File: src/rtl/interleaver_frame_arbiter_if.sv
// interleaver_frame_arbiter_if: FIFO-side, Interleaver-side and status signals of the frame arbiter
interface interleaver_frame_arbiter_if #(
    parameter int CNT_WIDTH = 16
);
    logic                 ch0_en;
    logic                 ch1_en;
    logic                 fifo0_in_data;
    logic                 fifo0_in_re;
    logic                 fifo0_in_empty;
    logic                 fifo1_in_data;
    logic                 fifo1_in_re;
    logic                 fifo1_in_empty;
    logic                 il_data;
    logic                 il_re;
    logic                 il_empty;
    logic                 grant_ch;
    logic                 busy;
    logic                 frame_start;
    logic                 frame_done;
    logic [CNT_WIDTH-1:0] frame_cnt0;
    logic [CNT_WIDTH-1:0] frame_cnt1;
    modport slave (
        input  ch0_en, ch1_en, fifo0_in_data, fifo0_in_empty, fifo1_in_data, fifo1_in_empty, il_re,
        output fifo0_in_re, fifo1_in_re, il_data, il_empty, grant_ch, busy, frame_start, frame_done,
               frame_cnt0, frame_cnt1
    );
    modport master (
        output ch0_en, ch1_en, fifo0_in_data, fifo0_in_empty, fifo1_in_data, fifo1_in_empty, il_re,
        input  fifo0_in_re, fifo1_in_re, il_data, il_empty, grant_ch, busy, frame_start, frame_done,
               frame_cnt0, frame_cnt1
    );
endinterface

File: src/rtl/interleaver_frame_arbiter.sv
// interleaver_frame_arbiter: round-robin, frame-granular sharing of one Interleaver between two 1-bit FIFOs
module interleaver_frame_arbiter #(
    parameter int ROW_NUMBER = 8,
    parameter int COL_NUMBER = 8,
    parameter int CNT_WIDTH  = 16
) (
    input logic                        clk,
    input logic                        rst_n,
    interleaver_frame_arbiter_if.slave bus
);
    localparam int FRAME_BITS = ROW_NUMBER * COL_NUMBER;
    localparam int BW = $clog2(FRAME_BITS + 1);
    localparam logic [0:0] IDLE = 1'b0;
    localparam logic [0:0] XFER = 1'b1;
    logic [0:0]           state;
    logic                 rr_ptr;
    logic                 grant;
    logic                 sel_d;
    logic                 rd_d;
    logic                 start;
    logic [BW-1:0]        bit_cnt;
    logic [CNT_WIDTH-1:0] cnt0;
    logic [CNT_WIDTH-1:0] cnt1;
    logic [1:0]           req;
    logic                 winner;
    logic                 xfer;
    logic                 g_empty;
    logic                 rd;
    logic                 last;
    // Arbitration request/winner and the gated read of the granted FIFO
    always_comb begin
        req     = {bus.ch1_en & ~bus.fifo1_in_empty, bus.ch0_en & ~bus.fifo0_in_empty};
        winner  = req[rr_ptr] ? rr_ptr : ~rr_ptr;
        xfer    = state == XFER;
        g_empty = grant ? bus.fifo1_in_empty : bus.fifo0_in_empty;
        rd      = xfer & bus.il_re & ~g_empty;
        last    = rd & (bit_cnt == BW'(FRAME_BITS - 1));
    end
    assign bus.fifo0_in_re = rd & ~grant;
    assign bus.fifo1_in_re = rd & grant;
    assign bus.il_empty    = ~xfer | g_empty;
    // Data follows the FIFO read by one cycle, so the mux uses the grant captured at the read
    assign bus.il_data     = rd_d & (sel_d ? bus.fifo1_in_data : bus.fifo0_in_data);
    assign bus.grant_ch    = grant;
    assign bus.busy        = xfer;
    assign bus.frame_start = start;
    assign bus.frame_done  = last;
    assign bus.frame_cnt0  = cnt0;
    assign bus.frame_cnt1  = cnt1;
    // Grant a channel in IDLE, count frame bits in XFER and hand over on the last read
    always_ff @(posedge clk or negedge rst_n) begin
        if (!rst_n) begin
            state   <= IDLE;
            rr_ptr  <= 1'b0;
            grant   <= 1'b0;
            start   <= 1'b0;
            bit_cnt <= '0;
            cnt0    <= '0;
            cnt1    <= '0;
        end else begin
            start <= 1'b0;
            if (state == IDLE) begin
                if (|req) begin
                    grant <= winner;
                    start <= 1'b1;
                    state <= XFER;
                end
            end else if (rd) begin
                bit_cnt <= last ? '0 : bit_cnt + 1'b1;
                if (last) begin
                    if (grant) cnt1 <= cnt1 + 1'b1;
                    else cnt0 <= cnt0 + 1'b1;
                    rr_ptr <= ~grant;
                    state  <= IDLE;
                end
            end
        end
    end
    // Remember which FIFO was read last cycle and whether a read happened at all
    always_ff @(posedge clk or negedge rst_n) begin
        if (!rst_n) begin
            sel_d <= 1'b0;
            rd_d  <= 1'b0;
        end else begin
            rd_d <= rd;
            if (rd) sel_d <= grant;
        end
    end
endmodule

File: src/flat_wrapper.sv
// flat-port wrapper written by rule: the top's interface ports become plain ports
module interleaver_frame_arbiter_flat 
#(
    parameter int ROW_NUMBER = 8,
    parameter int COL_NUMBER = 8,
    parameter int CNT_WIDTH  = 16
)
  (clk, rst_n, bus_ch0_en, bus_ch1_en, bus_fifo0_in_data, bus_fifo0_in_empty, bus_fifo1_in_data, bus_fifo1_in_empty, bus_il_re, bus_fifo0_in_re, bus_fifo1_in_re, bus_il_data, bus_il_empty, bus_grant_ch, bus_busy, bus_frame_start, bus_frame_done, bus_frame_cnt0, bus_frame_cnt1);
  interleaver_frame_arbiter_if #(.CNT_WIDTH(CNT_WIDTH)) bus_i ();
  input logic clk;
  input logic rst_n;
  input wire logic [$bits(bus_i.ch0_en)-1:0] bus_ch0_en;
  input wire logic [$bits(bus_i.ch1_en)-1:0] bus_ch1_en;
  input wire logic [$bits(bus_i.fifo0_in_data)-1:0] bus_fifo0_in_data;
  input wire logic [$bits(bus_i.fifo0_in_empty)-1:0] bus_fifo0_in_empty;
  input wire logic [$bits(bus_i.fifo1_in_data)-1:0] bus_fifo1_in_data;
  input wire logic [$bits(bus_i.fifo1_in_empty)-1:0] bus_fifo1_in_empty;
  input wire logic [$bits(bus_i.il_re)-1:0] bus_il_re;
  output wire logic [$bits(bus_i.fifo0_in_re)-1:0] bus_fifo0_in_re;
  output wire logic [$bits(bus_i.fifo1_in_re)-1:0] bus_fifo1_in_re;
  output wire logic [$bits(bus_i.il_data)-1:0] bus_il_data;
  output wire logic [$bits(bus_i.il_empty)-1:0] bus_il_empty;
  output wire logic [$bits(bus_i.grant_ch)-1:0] bus_grant_ch;
  output wire logic [$bits(bus_i.busy)-1:0] bus_busy;
  output wire logic [$bits(bus_i.frame_start)-1:0] bus_frame_start;
  output wire logic [$bits(bus_i.frame_done)-1:0] bus_frame_done;
  output wire logic [$bits(bus_i.frame_cnt0)-1:0] bus_frame_cnt0;
  output wire logic [$bits(bus_i.frame_cnt1)-1:0] bus_frame_cnt1;
  assign bus_i.ch0_en = bus_ch0_en;
  assign bus_i.ch1_en = bus_ch1_en;
  assign bus_i.fifo0_in_data = bus_fifo0_in_data;
  assign bus_i.fifo0_in_empty = bus_fifo0_in_empty;
  assign bus_i.fifo1_in_data = bus_fifo1_in_data;
  assign bus_i.fifo1_in_empty = bus_fifo1_in_empty;
  assign bus_i.il_re = bus_il_re;
  assign bus_fifo0_in_re = bus_i.fifo0_in_re;
  assign bus_fifo1_in_re = bus_i.fifo1_in_re;
  assign bus_il_data = bus_i.il_data;
  assign bus_il_empty = bus_i.il_empty;
  assign bus_grant_ch = bus_i.grant_ch;
  assign bus_busy = bus_i.busy;
  assign bus_frame_start = bus_i.frame_start;
  assign bus_frame_done = bus_i.frame_done;
  assign bus_frame_cnt0 = bus_i.frame_cnt0;
  assign bus_frame_cnt1 = bus_i.frame_cnt1;
  interleaver_frame_arbiter #(.ROW_NUMBER(ROW_NUMBER), .COL_NUMBER(COL_NUMBER), .CNT_WIDTH(CNT_WIDTH)) u_core (.clk(clk), .rst_n(rst_n), .bus(bus_i));
endmodule
File: config.mk
export PLATFORM = sky130hd
export DESIGN_NAME = interleaver_frame_arbiter_flat
export DESIGN_NICKNAME = d
export VERILOG_FILES = /design/src/rtl/interleaver_frame_arbiter_if.sv /design/src/rtl/interleaver_frame_arbiter.sv /design/src/flat_wrapper.sv
export SDC_FILE = /design/constraint.sdc
export NUM_CORES = 1
export LEC_CHECK = 0
export BUFFER_PORTS_ARGS = -buffer_cell sky130_fd_sc_hd__buf_2
export CAP_MARGIN = 20
export CORE_MARGIN = 5
export CORE_UTILIZATION = 53
export DETAILED_ROUTE_END_ITERATION = 8
export HOLD_SLACK_MARGIN = 0.02
export PLACE_DENSITY = 0.79
export SKIP_CTS_REPAIR_TIMING = 1
export SLEW_MARGIN = 20
export SYNTH_ARGS = -nofsm -noshare
export SYNTH_HDL_FRONTEND = slang
export SYNTH_SLANG_ARGS = --single-unit
export TNS_END_PERCENT = 10
File: constraint.sdc
create_clock -name clk -period 1.8 [get_ports clk]
set_input_delay 0.18 -clock clk [delete_from_list [all_inputs] [get_ports clk]]
set_output_delay 0.18 -clock clk [all_outputs]
set_load 0.02 [all_outputs]
==> summary.json <==
{
  "run_status": {"value": "completed"},
  "global_route_wire_length_before_repair": {"value": 6820, "unit": "um"},
  "placement.io_buffers": {"value": 48},
  "avgSynthCellArea": {"value": 11.4, "unit": "um^2"},
  "pin_count": {"value": 49},
  "finalNetCount": {"value": 259},
  "setup.worst_path.start_class": {"value": "register"},
  "yosys_warnings": {"value": 0},
  "vias_in_the_first_global_route": {"value": 1485},
  "hold_path_class": {"value": "primary input to register"},
  "placedCellCount": {"value": 285},
  "final.fill_count": {"value": 301},
  "initial_utilization": {"value": 0.558},
  "cts_sinks": {"value": 45},
  "grt_start_max_net_pins": {"value": 27},
  "core_area": {"value": 0.00374, "unit": "mm^2"},
  "multi_input_area": {"value": 931, "unit": "um^2"},
  "antennaDiodeCount": {"value": 0},
  "post-layout-total-power": {"value": 1.90, "unit": "mW"},
  "finalWorstSetupSlack": {"value": 76.5, "unit": "ps"},
  "timing_worst_slew_pin_value": {"value": 483, "unit": "ps"},
  "global_route_congestion_overflow_total": {"value": 0},
  "worst_setup_path_end_kind": {"value": "primary output"},
  "drcViolationCount": {"value": 0},
  "grt_util_all_layers": {"value": 0.166},
  "cp_data_arrival_time": {"value": 1540, "unit": "ps"},
  "root_buffer": {"value": "sky130_fd_sc_hd__clkbuf_8"},
  "path_cells": {"value": "ha_2, and4b_1, nand4_4, clkinv_4, buf_2"},
  "power.density_cell_area": {"value": 735, "unit": "mW/mm^2"},
  "clk_path_buf_depth": {"value": 2},
  "synthCells": {"value": 183},
  "drive_above_1_share": {"value": 0.306},
  "postRouteAntennaNets": {"value": 0},
  "syn_nets": {"value": 195},
  "dp_slack": {"value": 134, "unit": "ps"},
  "clk_pin_slew": {"value": 80, "unit": "ps"},
  "total_of_max_cap_violations": {"value": 0},
  "grt_antenna_before_repair": {"value": 0},
  "slew_headroom": {"value": 0.678},
  "peak_vdd_ir": {"value": 461, "unit": "uV"},
  "timing_hold_violations_final": {"value": 0},
  "final.period_utilization": {"value": 0.958},
  "detailed_place_hpwl": {"value": 3070, "unit": "um"},
  "synthToLayoutAreaGrowth": {"value": 23.5, "unit": "%"},
  "slew_viol_final": {"value": 0},
  "post-route-util": {"value": 0.689},
  "tritoncts": {"value": "done"},
  "syn-cell-area": {"value": 0.00209, "unit": "mm^2"},
  "crit_required": {"value": 1620, "unit": "ps"},
  "layout.area.seq": {"value": 0.00113, "unit": "mm^2"},
  "routed_wire_length": {"value": 4100, "unit": "um"},
  "avgRoutedWirePerCell": {"value": 13.8, "unit": "um"},
  "rows": {"value": 22},
  "skew": {"value": 2.30, "unit": "ps"},
  "post_dp_cell_area": {"value": 0.00245, "unit": "mm^2"},
  "peak_freq": {"value": 580, "unit": "MHz"},
  "r2r_slack": {"value": 90, "unit": "ps"},
  "synth-seq-area-share": {"value": 0.539},
  "cpMaxStageDelayCell": {"value": "sky130_fd_sc_hd__dfrtp_1"},
  "fin_worst_hold_slack": {"value": 202, "unit": "ps"},
  "routed-via-count": {"value": 1556},
  "floorplan.die.height": {"value": 72.8, "unit": "um"},
  "power.static_leakage": {"value": 1.32, "unit": "nW"},
  "drt-pass1-iter-count": {"value": 4},
  "worst_skew_pair.late_latency": {"value": 290, "unit": "ps"},
  "final.min_clock_period": {"value": 1720, "unit": "ps"},
  "fp.dieArea": {"value": 0.00530, "unit": "mm^2"},
  "htreeDepth": {"value": 2},
  "post_drt_via_cell_ratio": {"value": 5.26},
  "cts_made_buffers": {"value": 5},
  "worst_path_largest_cell_delay": {"value": 390, "unit": "ps"},
  "critical_path_peak_fanout": {"value": 4},
  "synth-seq-cells": {"value": 45},
  "finalSetupTns": {"value": 0, "unit": "ps"},
  "dr.first_iter.drc_count": {"value": 101},
  "instances_no_fill": {"value": 296},
  "timing.setup.critical_path_class": {"value": "register to primary output"},
  "synth.distinct_cells": {"value": 39},
  "fin_area": {"value": 0.00258, "unit": "mm^2"},
  "finalSetupViolations": {"value": 0},
  "place.gp.congestion": {"value": 0.817},
  "die_x_extent": {"value": 72.8, "unit": "um"}
}
[critical path: cells and delay by family (launching register included)]
family                   cells  cell delay (ps)
flip-flops                   1              390
adder cells (fa/ha/maj)      1              210
buffers and inverters        2              260
AND/OR/NAND/NOR              2              390
[kinds of logic (layout without fill, tap and decap cells)]
kind of cell             count (synthesis)  in the layout  synth area share
AO/OA/AOI/OAI                           12             12            0.0395
XOR/XNOR                                32             32             0.134
adder cells (fa/ha/maj)                  3              3            0.0180
buffers and inverters                    8             73            0.0174
flip-flops                              45             45             0.539
multiplexers                             4              4            0.0222
AND/OR/NAND/NOR                         79             79             0.229
[Yosys cell counts]
| cell type | number | area (um^2) |
|---|---|---|
| sky130_fd_sc_hd__nand4b_1 | 2 | 17.5 |
| sky130_fd_sc_hd__dfrtp_1 | 45 | 1130 |
| sky130_fd_sc_hd__nand4_4 | 1 | 21.3 |
| sky130_fd_sc_hd__and2_1 | 3 | 18.8 |
| sky130_fd_sc_hd__o31ai_1 | 1 | 7.51 |
| sky130_fd_sc_hd__nand2_1 | 18 | 67.6 |
| sky130_fd_sc_hd__buf_4 | 1 | 7.51 |
| sky130_fd_sc_hd__and4_1 | 2 | 17.5 |
| sky130_fd_sc_hd__nor4b_2 | 1 | 15.0 |
| sky130_fd_sc_hd__nor3_1 | 6 | 30.0 |
| sky130_fd_sc_hd__nand2b_1 | 3 | 18.8 |
| sky130_fd_sc_hd__xor2_1 | 7 | 61.3 |
| sky130_fd_sc_hd__o211ai_1 | 1 | 7.51 |
| sky130_fd_sc_hd__a21o_1 | 2 | 15.0 |
| sky130_fd_sc_hd__mux2i_1 | 1 | 10.0 |
| sky130_fd_sc_hd__inv_2 | 1 | 3.75 |
| sky130_fd_sc_hd__nand3b_1 | 2 | 15.0 |
| sky130_fd_sc_hd__nor2b_1 | 3 | 18.8 |
| sky130_fd_sc_hd__clkinv_1 | 1 | 3.75 |
| sky130_fd_sc_hd__and3_1 | 5 | 31.3 |
| sky130_fd_sc_hd__nor4_2 | 3 | 37.5 |
| sky130_fd_sc_hd__buf_2 | 2 | 10.0 |
| sky130_fd_sc_hd__inv_1 | 3 | 11.3 |
| sky130_fd_sc_hd__mux2i_2 | 1 | 13.8 |
| sky130_fd_sc_hd__nand4_1 | 11 | 68.8 |
| sky130_fd_sc_hd__ha_1 | 3 | 37.5 |
| sky130_fd_sc_hd__nor3b_1 | 1 | 7.51 |
| sky130_fd_sc_hd__mux2_2 | 2 | 22.5 |
| sky130_fd_sc_hd__o21ai_0 | 3 | 15.0 |
| sky130_fd_sc_hd__a32o_1 | 1 | 10.0 |
| sky130_fd_sc_hd__nor2_1 | 5 | 18.8 |
| sky130_fd_sc_hd__nor3_2 | 1 | 10.0 |
| sky130_fd_sc_hd__a21oi_1 | 1 | 5.00 |
| sky130_fd_sc_hd__o21a_1 | 1 | 7.51 |
| sky130_fd_sc_hd__xnor2_1 | 25 | 219 |
| sky130_fd_sc_hd__and4b_1 | 1 | 10.0 |
| sky130_fd_sc_hd__a22o_1 | 1 | 8.76 |
| sky130_fd_sc_hd__nand3_1 | 11 | 55.1 |
| sky130_fd_sc_hd__a31oi_1 | 1 | 6.26 |
[state kept, by name, indices dropped and copies added, names as in the netlist]
signal,cells
u_core.bit_cnt,7
u_core.bus.busy,1
u_core.bus.frame_cnt0,16
u_core.bus.frame_cnt1,16
u_core.bus.frame_start,1
u_core.bus.grant_ch,1
u_core.rd_d,1
u_core.rr_ptr,1
u_core.sel_d,1
[cell type report]
cell class              count  share of cell area
inverters                   5             0.00922
repair buffers             60               0.139
flip-flops and latches     45               0.437
well taps                  48              0.0233
clock buffers               8              0.0311
multi-input cells         130               0.361
[cells in the final DEF (no fill, tap or decap), drive strengths merged, types with 2 or more instances in the layout]
cell and instances:
a21o 2, and2 3, and3 5, and4 2, buf 59, clkbuf 8, clkinv 2, dfrtp 45
ha 3, inv 3, mux2 2, mux2i 2, nand2 18, nand2b 3, nand3 11, nand3b 2
nand4 12, nand4b 2, nor2 5, nor2b 3, nor3 7, nor4 3, o21ai 3, xnor2 25
xor2 7
[path summary, 6_finish.rpt]
| path | to | from | cells after the start |
|---|---|---|---|
| max in group asynchronous | u_core.bus.frame_cnt1[11]$_DFFE_PN0P_ | rst_n | 3 |
| max reg2reg | u_core.bus.frame_cnt0[1]$_DFFE_PN0P_ | u_core.bit_cnt[0]$_DFFE_PN0P_ | 6 |
| min in group asynchronous | u_core.bus.frame_cnt1[13]$_DFFE_PN0P_ | rst_n | 2 |
| max | bus_frame_done | u_core.bit_cnt[0]$_DFFE_PN0P_ | 5 |
| min | u_core.bus.frame_start$_DFF_PN0_ | bus_ch1_en | 3 |
| min reg2reg | u_core.bus.frame_cnt0[15]$_DFFE_PN0P_ | u_core.bus.frame_cnt0[15]$_DFFE_PN0P_ | 1 |
[power breakdown]
group / internal [mW] / switching (mW)
sequential: 1.07 / 0.0608
combinational: 0.0852 / 0.0947
clock: 0.276 / 0.311
total: 1.43 / 0.467
[layer usage]
layer | routed length (um) | vias to the layer above | GRT usage
met3 | 220 | 7 | 0.0523
met4 | 64 | 0 | 0.0615
met1 | 1910 | 739 | 0.220
met5 | 0 | - | 0
met2 | 1900 | 36 | 0.254
li1 | - | 774 | -
Power figures use the tool's default switching activity.
